==> src/rtl/mic_capture_ctrl.sv <==
// mic_capture_ctrl: I2S MEMS mic array sequencer with warm-up discard, clean stop and per-channel sample streaming
module mic_capture_ctrl #(
  parameter int PRESCALE      = 12,
  parameter int N_LINES       = 2,
  parameter int SAMPLE_BITS   = 24,
  parameter int WARMUP_FRAMES = 4,
  localparam int NCH = 2 * N_LINES,
  localparam int CW  = (NCH > 1) ? $clog2(NCH) : 1
) (
  input  logic                   sys_ck,
  input  logic                   rst,
  input  logic                   en,
  output logic                   sck,
  output logic                   ws,
  input  logic [N_LINES-1:0]     sd,
  output logic                   out_valid,
  input  logic                   out_ready,
  output logic [SAMPLE_BITS-1:0] out_data,
  output logic [CW-1:0]          out_chan,
  output logic                   out_last,
  output logic                   overflow,
  input  logic                   overflow_clr,
  output logic                   running
);
  localparam int PW = $clog2(PRESCALE);
  localparam int WW = $clog2(WARMUP_FRAMES + 1);
  typedef enum logic [1:0] {IDLE, WARMUP, RUN, STOP} state_t;
  state_t                 r_state, w_next;
  logic [PW-1:0]          r_pre;
  logic [5:0]             r_bit;
  logic [WW-1:0]          r_wcnt;
  logic [SAMPLE_BITS-1:0] r_cap [NCH];
  logic [SAMPLE_BITS-1:0] r_buf [NCH];
  logic                   r_full, r_ovf;
  logic [CW-1:0]          r_rd;
  logic w_active, w_capt, w_wrap, w_fe, w_stb, w_lslot, w_rslot;
  logic w_load, w_drop, w_hs, w_done;

  always_ff @(posedge sys_ck) r_state <= rst ? IDLE : w_next;

  always_comb begin
    w_next = r_state;
    case (r_state)
      IDLE:    w_next = en ? WARMUP : IDLE;
      WARMUP:  w_next = !en ? IDLE : (w_fe && r_wcnt == WW'(WARMUP_FRAMES - 1)) ? RUN : WARMUP;
      RUN:     w_next = en ? RUN : w_fe ? IDLE : STOP;
      default: w_next = w_fe ? IDLE : STOP;
    endcase
  end

  always_comb begin
    w_active = r_state != IDLE;
    w_capt   = r_state == RUN || r_state == STOP;
    running  = r_state == RUN;
  end

  // Bit slots 1..SAMPLE_BITS of each half-frame carry data (one-bit I2S delay after WS).
  always_comb begin
    w_wrap    = r_pre == PW'(PRESCALE - 1);
    w_fe      = w_active && w_wrap && r_bit == 6'd63;
    w_stb     = w_active && r_pre == PW'(PRESCALE / 2);
    w_lslot   = r_bit >= 6'd1 && r_bit <= 6'(SAMPLE_BITS);
    w_rslot   = r_bit >= 6'd33 && r_bit <= 6'(32 + SAMPLE_BITS);
    sck       = r_pre >= PW'(PRESCALE / 2);
    ws        = r_bit[5];
    w_load    = w_fe && w_capt && !r_full;
    w_drop    = w_fe && w_capt && r_full;
    w_hs      = r_full && out_ready;
    w_done    = w_hs && r_rd == CW'(NCH - 1);
    out_valid = r_full;
    out_data  = r_buf[r_rd];
    out_chan  = r_rd;
    out_last  = r_rd == CW'(NCH - 1);
    overflow  = r_ovf;
  end

  always_ff @(posedge sys_ck)
    if (rst || w_next == IDLE) begin
      r_pre <= '0;
      r_bit <= '0;
    end else if (w_active) begin
      r_pre <= w_wrap ? '0 : r_pre + 1'b1;
      r_bit <= r_bit + 6'(w_wrap);
    end

  always_ff @(posedge sys_ck)
    r_wcnt <= (rst || r_state != WARMUP) ? '0 : r_wcnt + WW'(w_fe);

  always_ff @(posedge sys_ck)
    for (int c = 0; c < NCH; c++)
      if (rst) r_cap[c] <= '0;
      else if (w_stb && ((c % 2 == 1) ? w_rslot : w_lslot))
        r_cap[c] <= {r_cap[c][SAMPLE_BITS-2:0], sd[c / 2]};

  // A whole frame is handed over at once; a busy buffer means the new frame is dropped.
  always_ff @(posedge sys_ck)
    for (int c = 0; c < NCH; c++)
      if (rst) r_buf[c] <= '0;
      else if (w_load) r_buf[c] <= r_cap[c];

  always_ff @(posedge sys_ck)
    if (rst) begin
      r_full <= 1'b0;
      r_rd   <= '0;
      r_ovf  <= 1'b0;
    end else begin
      r_full <= w_load || (r_full && !w_done);
      r_rd   <= w_done ? '0 : r_rd + CW'(w_hs);
      r_ovf  <= w_drop || (r_ovf && !overflow_clr);
    end
endmodule

==> config.mk <==
export PLATFORM = sky130hd
export DESIGN_NAME = mic_capture_ctrl
export DESIGN_NICKNAME = d
export VERILOG_FILES = /design/src/rtl/mic_capture_ctrl.sv
export SDC_FILE = /design/constraint.sdc
export NUM_CORES = 1
export LEC_CHECK = 0
export CAP_MARGIN = 20
export CORE_MARGIN = 1.5
export CORE_UTILIZATION = 31
export DETAILED_ROUTE_END_ITERATION = 7
export PLACE_DENSITY = 0.47
export SETUP_SLACK_MARGIN = 0.4
export SYNTH_ARGS = -nofsm -noshare
export SYNTH_HDL_FRONTEND = slang
export SYNTH_SLANG_ARGS = --single-unit
export TNS_END_PERCENT = 50
==> constraint.sdc <==
create_clock -name sys_ck -period 11 [get_ports sys_ck]
set_clock_uncertainty 0.1 [all_clocks]
set_input_delay 2.2 -clock sys_ck [delete_from_list [all_inputs] [get_ports sys_ck]]
set_output_delay 2.2 -clock sys_ck [all_outputs]
set_load 0.02 [all_outputs]
==> results by group, run 1 <==
Power and ir drop
  – Clock power share: 43.0%
  – PwrDens: 165 nW/um^2
  – Static leakage: 3.51 nW
  – Pint: 1.35 mW
  – NetSw: 0.337 mW
  – Sw frac: 20.0%
  – Seq pwr share: 54.2%
  – Max VDD drop: 0.0000830 V
  – Combinational fraction of design power: 2.8%

Setup path
  – Worst r2r src: r_pre[1]
  – Critical Path Sink: r_buf[2][8]
  – CP Max Fanout: 57
  – Crit path top cell by count: buf_4
  – Largest delay share family, worst path: buffers and inverters
  – CP arrival: 4880 ps
  – Worst path depth: 5
  – Crit path launch: rst
  – R2R Path End: r_buf[2][8]
  – Crit Path Class: input pin to flip-flop
  – Slowest cell on the critical path: clkdlybuf4s50_1
  – Reg2reg path depth: 6
  – Worst reg2reg setup slack: 8070 ps
  – Buffers & Inverters on Critical Path: 4
  – Crit end category: flip-flop
  – Crit-path cells: clkdlybuf4s50_1 -> clkinv_1 -> o31ai_4 -> buf_4 -> buf_4
  – CP startpoint kind: input pin
  – Worst endpoint required time: 11020 ps
  – Critical Path Max Stage Delay: 870 ps

Routing
  – DRT antenna net count: 0
  – TritonRoute pass-1 iters: 4
  – DRT iter0 DRCs: 150
  – Vias: 4340
  – Via-per-instance ratio: 4.36
  – DR DRC count: 0
  – Detailed Route WL: 15500 um
  – Drt wl/cell: 15.5 um

Flow run
  – MaxCap Viol Count: 0

Synthesis
  – Sequential share of the synthesized area: 70.7%
  – Synth top area cells: edfxtp_1, and2_1, mux4_2
  – Post-synthesis cell type count: 43
  – Post-Syn Area: 8690 um^2
  – Yosys top cell area share: 66.4%
  – Synth area leader: edfxtp_1
  – Avg Inst Size Synth: 15.5 um^2
  – Most common library cells after synthesis: edfxtp_1, and2_1, mux4_2
  – Register bit total from synthesis: 211
  – Number of flops mapped to enable cells by yosys: 192
  – Ys flop type: edfxtp_1
  – Post-synth ARST share: 0%
  – Yosys warnings: 0
  – Top-count cell post-synth: edfxtp_1
  – Mapped Nets: 573
  – Mapped Cells: 559

Global route
  – Met1 usage: 15.1%
  – First-pass GRT wire length: 25300 um
  – GRT Total Usage: 11.2%
  – Grt met3 use: 2.26%
  – Grt ovf: 0
  – Largest net degree at the start of global routing: 97
  – Routing usage on met2: 18.4%
  – Gr busiest metal: met2
  – Initial antenna violation count: 0
  – Vias in the first global route: 4576

STA
  – Final hold violations: 0
  – Worst Tran Pin Value: 795 ps
  – Final Max Slew Viols: 0
  – Final setup vio count: 0
  – Max Freq: 0.206 GHz
  – RSZ-0062 raised after global routing: false
  – Minimum clock period after layout: 4860 ps
  – Fin Setup TNS: 0 ps
  – Period utilisation layout: 44.2%
  – Worst slew margin: 46.8%

Die
  – Die H: 170 um
  – DIE WIDTH: 170 um
  – Site Rows: 61
  – IO Count: 39
  – Die area: 29000 um^2
  – Starting Density: 31.4%
  – Placeable Area: 27700 um^2

Placement
  – Final RePlAce weighted congestion: 0.712
  – I/O Buffers: 38
  – Detail Placement HPWL: 8990 um
  – Placed Instances: 955
  – Placed cell areas: 9510 um^2

Finish
  – Diode count: 0
  – Post-layout util: 36.9%
  – Final nets: 617
  – Area grow syn2layout: 17.8%
  – Layout cell share with drive strength beyond 1: 12.5%
  – Post-route cell area: 10200 um^2
  – Post-route insts no fill: 996

CTS
  – CTS Sinks: 211
  – Max clock buf depth: 3
  – CTS tree: yes
  – H-Tree Depth: 1
  – Clock latency at the later pin of the worst-skew pair: 490 ps
  – Post-cts resize count: 0
  – Clock root buffer: clkbuf_16
  – CTS hold repair buffers: 0
  – Clk slew on worst S/H paths: 60 ps
  – Inserted Clock Buffers: 23
  – Post-CTS setup buffers: 0

Min path
  – Hold Crit Class: flip-flop to flip-flop

Status
  – Status: completed
-- registers in the layout, summed over array words and instances, names as in the netlist, 2 cells and up --
register / cells
r_cap: 96
r_bit: 6
r_buf: 96
r_pre: 4
r_state: 2
r_wcnt: 3
out_chan: 2
-- how the worst min path moves through the flow --
stage | from | slack (ps) | depth (start not counted) | endpoint
global route | overflow | 410 | 2 | overflow
floorplan | r_bit[0] | 370 | 2 | r_bit[0]
finish | overflow | 380 | 2 | overflow
CTS | overflow | 380 | 2 | overflow
global placement | overflow | 370 | 2 | overflow
detailed placement | overflow | 370 | 2 | overflow
-- per-layer routing --
metal	up-vias	part of all wire (%)	wire (um)
met5	-	0	0
met4	0	1.7	267
met3	26	4.3	661
met2	63	47	7250
met1	2154	47	7280
li1	2097	-	-
-- cell families after synthesis --
| kind of cell | Yosys count | share of synthesized area, % |
|---|---|---|
| XOR/XNOR | 4 | 0.403 |
| flip-flops | 211 | 70.7 |
| multiplexers | 24 | 6.22 |
| AO/OA/AOI/OAI | 25 | 1.73 |
| buffers and inverters | 32 | 1.70 |
| AND/OR/NAND/NOR | 256 | 18.2 |
| adder cells (fa/ha/maj) | 7 | 1.01 |
-- layout by cell type (no fill, tap or decap), types with 5 or more instances in the layout --
cell type	n
buf_4	7
edfxtp_1	192
a21oi_1	10
and2_1	191
clkinv_1	7
clkdlybuf4s50_1	38
clkbuf_16	23
mux4_2	24
dfxtp_1	18
ha_1	7
nor3_1	5
nor2_1	16
o21ai_0	6
nand2_1	14
-- worst min-delay path, delay by kind of cell, from the launching register on --
kind,cells,cell delay (ps)
AND/OR/NAND/NOR,1,70
flip-flops,1,310
AO/OA/AOI/OAI,1,50
-- metrics by stage --
step / total power, mW / setup slack (ps) / hold WS [ps]
after floorplan: 0.957 / 2200 / 372
after global placement: 0.977 / 5640 / 365
after detailed placement: 0.980 / 5520 / 375
after CTS: 1.71 / 5830 / 381
after global routing: 1.75 / 5910 / 411
final: 1.69 / 6140 / 380
-- power by group through the flow --
stage | registers [mW] | logic [mW] | clock network [mW]
final | 0.914 | 0.0471 | 0.724
after global routing | 0.917 | 0.0512 | 0.782
after CTS | 0.914 | 0.0490 | 0.750
after detailed placement | 0.931 | 0.0490 | 0
after global placement | 0.930 | 0.0471 | 0
after floorplan | 0.929 | 0.0274 | 0
-- area by class of cell --
type	instances	area, um^2
repair buffers	47	473
flip-flops and latches	211	6150
well taps	378	473
inverters	4	15.0
multi-input cells	316	2420
fillers	2614	17500
clock inverters	15	125
clock buffers	25	583
No activity file was read; power rests on OpenSTA's default activity.
==> run 2: changes to the inputs <==
PLACE_DENSITY = 0.49   (was 0.47)
clock period = 3.9 ns   (was 11 ns; I/O delays follow)
==> results by group, run 2 (synthesized netlist as in run 1, its figures left out) <==
Finish
  – Fill cell count: 2587 (-1.0%)
  – Layout cell share with drive strength beyond 1: 14.0% (+1.6 points)
  – Area grow syn2layout: 19.5%
  – FF/Latch Area: 6150 um^2 (+0.10%)
  – Post-route cell area: 10400 um^2 (+1.4%)
  – Final nets: 619 (+0.32%)
  – Multi-input gate area: 2420 um^2 (+0.10%)
  – Post-layout util: 37.5% (+0.52 points)
  – Most common cell after layout, fill and taps aside: edfxtp_1
  – Post-route insts no fill: 999 (+0.30%)
  – Diode count: 0 (unchanged)
  – Regs by FF count: r_buf: 96 flops, r_cap: 96 flops, r_bit: 6 flops
  – Commonest cells after routing, fill and taps aside: edfxtp_1, and2_1, clkdlybuf4s50_1

Power and ir drop
  – Combinational fraction of design power: 2.7% (about the same)
  – Clock power share: 45.6% (+2.6 points)
  – Static leakage: 3.59 nW (+2.1%)
  – Seq pwr share: 51.7% (-2.5 points)
  – NetSw: 0.996 mW (+200%)
  – PwrDens: 481 nW/um^2 (+190%)
  – Pint: 4.00 mW (+200%)
  – Max VDD drop: 0.000282 V (+240%)
  – Sw frac: 19.9% (-0.025 points)

Setup path
  – Slowest cell on the critical path: dfxtp_1
  – Crit end category: output port
  – Crit Path Class: flip-flop to output port
  – Worst path depth: 3 (-2)
  – Crit-path cells: buf_12 -> mux4_2 -> clkdlybuf4s50_1
  – CP startpoint kind: flip-flop
  – CP Max Fanout: 17 (-70%)
  – CP arrival: 2430 ps (-2450 ps)
  – Reg2reg path depth: 5 (-1)
  – Critical Path Max Stage Delay: 730 ps (-140 ps)
  – Buffers & Inverters on Critical Path: 2 (-2)
  – Worst endpoint required time: 3020 ps (-8000 ps)
  – Largest delay share family, worst path: buffers and inverters

Die
  – Die area: 29000 um^2 (unchanged)
  – Site Rows: 61 (unchanged)
  – Starting Density: 31.4% (unchanged)
  – Die H: 170 um (unchanged)
  – DIE WIDTH: 170 um (unchanged)
  – IO Count: 39 (unchanged)
  – Placeable Area: 27700 um^2 (unchanged)

STA
  – Period utilisation layout: 84.9%
  – Hold slack: 417 ps (+37.5 ps)
  – Minimum clock period after layout: 3310 ps
  – Max Freq: 0.302 GHz
  – Final setup vio count: 0 (unchanged)
  – Worst slew margin: 49.0% (+2.2 points)
  – Worst Tran Pin Value: 762 ps (-32.3 ps)
  – Final worst slack: 588 ps (-5550 ps)
  – Final hold violations: 0 (unchanged)
  – RSZ-0062 raised after global routing: false
  – Final Max Slew Viols: 0 (unchanged)

Global route
  – GRT Total Usage: 11.5% (+0.34 points)
  – Gr busiest metal: met2
  – First-pass GRT wire length: 25900 um (+2.3%)
  – Largest net degree at the start of global routing: 97 (unchanged)
  – Grt met3 use: 2.47% (+0.21 points)
  – Vias in the first global route: 4660 (+1.8%)
  – Routing usage on met2: 19.0% (+0.53 points)
  – Initial antenna violation count: 0 (unchanged)
  – Grt ovf: 0 (unchanged)
  – Met1 usage: 15.3% (+0.26 points)

Routing
  – DRT antenna net count: 0 (unchanged)
  – Via-per-instance ratio: 4.39 (+0.80%)
  – Detailed Route WL: 16000 um (+3.3%)
  – DR DRC count: 0 (unchanged)
  – DRT iter0 DRCs: 245 (+63%)
  – Drt wl/cell: 16.0 um (+3.0%)
  – TritonRoute pass-1 iters: 4 (unchanged)
  – Vias: 4388 (+1.1%)

CTS
  – Clock latency at the later pin of the worst-skew pair: 520 ps (+30 ps)
  – Clk slew on worst S/H paths: 60 ps (about the same)
  – CTS tree: yes
  – CTS Sinks: 211 (unchanged)
  – H-Tree Depth: 1 (unchanged)
  – Max clock buf depth: 3 (unchanged)
  – Inserted Clock Buffers: 24 (+4.3%)
  – Clock root buffer: clkbuf_16

Min path
  – Min-Delay Path Depth: 2 (unchanged)
  – Hold Crit Class: flip-flop to flip-flop

Placement
  – Placement Setup Slack: 954 ps (-4570 ps)
  – Detail Placement HPWL: 9480 um (+5.5%)
  – I/O Buffers: 38 (unchanged)
  – Placed Instances: 957 (+0.21%)
  – Placed cell areas: 9580 um^2 (+0.75%)
  – Final RePlAce weighted congestion: 0.709 (-0.46%)

Flow run
  – MaxCap Viol Count: 0 (unchanged)

Status
  – Status: completed
## run 2: cell count changes in the layout (fill, tap and decap cells not counted), moves of 2 or more
cell        delta
clkinv_2       +3
buf_12         +3
buf_4          -2
bufinv_16      +2
clkinv_1       -5
dfxtp_1        -3
dfxtp_2        +2
clkinvlp_4     -3
clkbuf_1       +2
## run 2: power by group through the flow
stage | clock network, mW | registers (mW) | logic (mW)
2_1_floorplan | 0 | 2.61 | 0.0781
3_3_place_gp | 0 | 2.63 | 0.138
3_5_place_dp | 0 | 2.63 | 0.141
4_1_cts | 2.34 | 2.58 | 0.141
5_1_grt | 2.43 | 2.59 | 0.148
6_report | 2.28 | 2.58 | 0.137
## run 2: what timing repair did
action / 4_1_cts / 5_1_grt
buffers inserted: 0 / 0
gates resized for setup: 0 / 1
endpoints found under the setup margin: 0 / 3
hold buffers: 0 / 0
## run 2: final timing paths
check              start           end  slack, ps
max          out_chan[1]   out_data[1]        590
min             overflow      overflow        420
max reg2reg   r_state[1]  r_cap[0][30]       1400
min reg2reg     overflow      overflow        420
## run 2: cell type report
cell class	count	share of cell area, %
Multi-Input combinational cell	316	23.3
Sequential cell	211	59.3
Clock buffer	28	5.93
Timing Repair Buffer	48	4.99
Tap cell	378	4.56
Inverter	4	0.145
Clock inverter	14	1.77
## run 2: layer usage
| layer | vias to the layer above | share of wire [%] |
|---|---|---|
| met2 | 62 | 47 |
| met4 | 0 | 2.2 |
| met1 | 2188 | 47 |
| li1 | 2110 | - |
| met3 | 28 | 3.7 |
| met5 | - | 0 |
## run 2: worst reg2reg max path, cell delays in order, from the launching register on
cell and delay (ps):
dfxtp_1 470, nor2_1 240, nor4b_1 430, or2b_1 350
nand2_2 310, buf_12 270
## run 2: per-stage QoR
stage	TNS, ps	power [mW]
floorplan	-2460	2.69
global placement	0	2.77
detailed placement	0	2.77
CTS	0	5.07
finish	0	4.99
global route	0	5.16
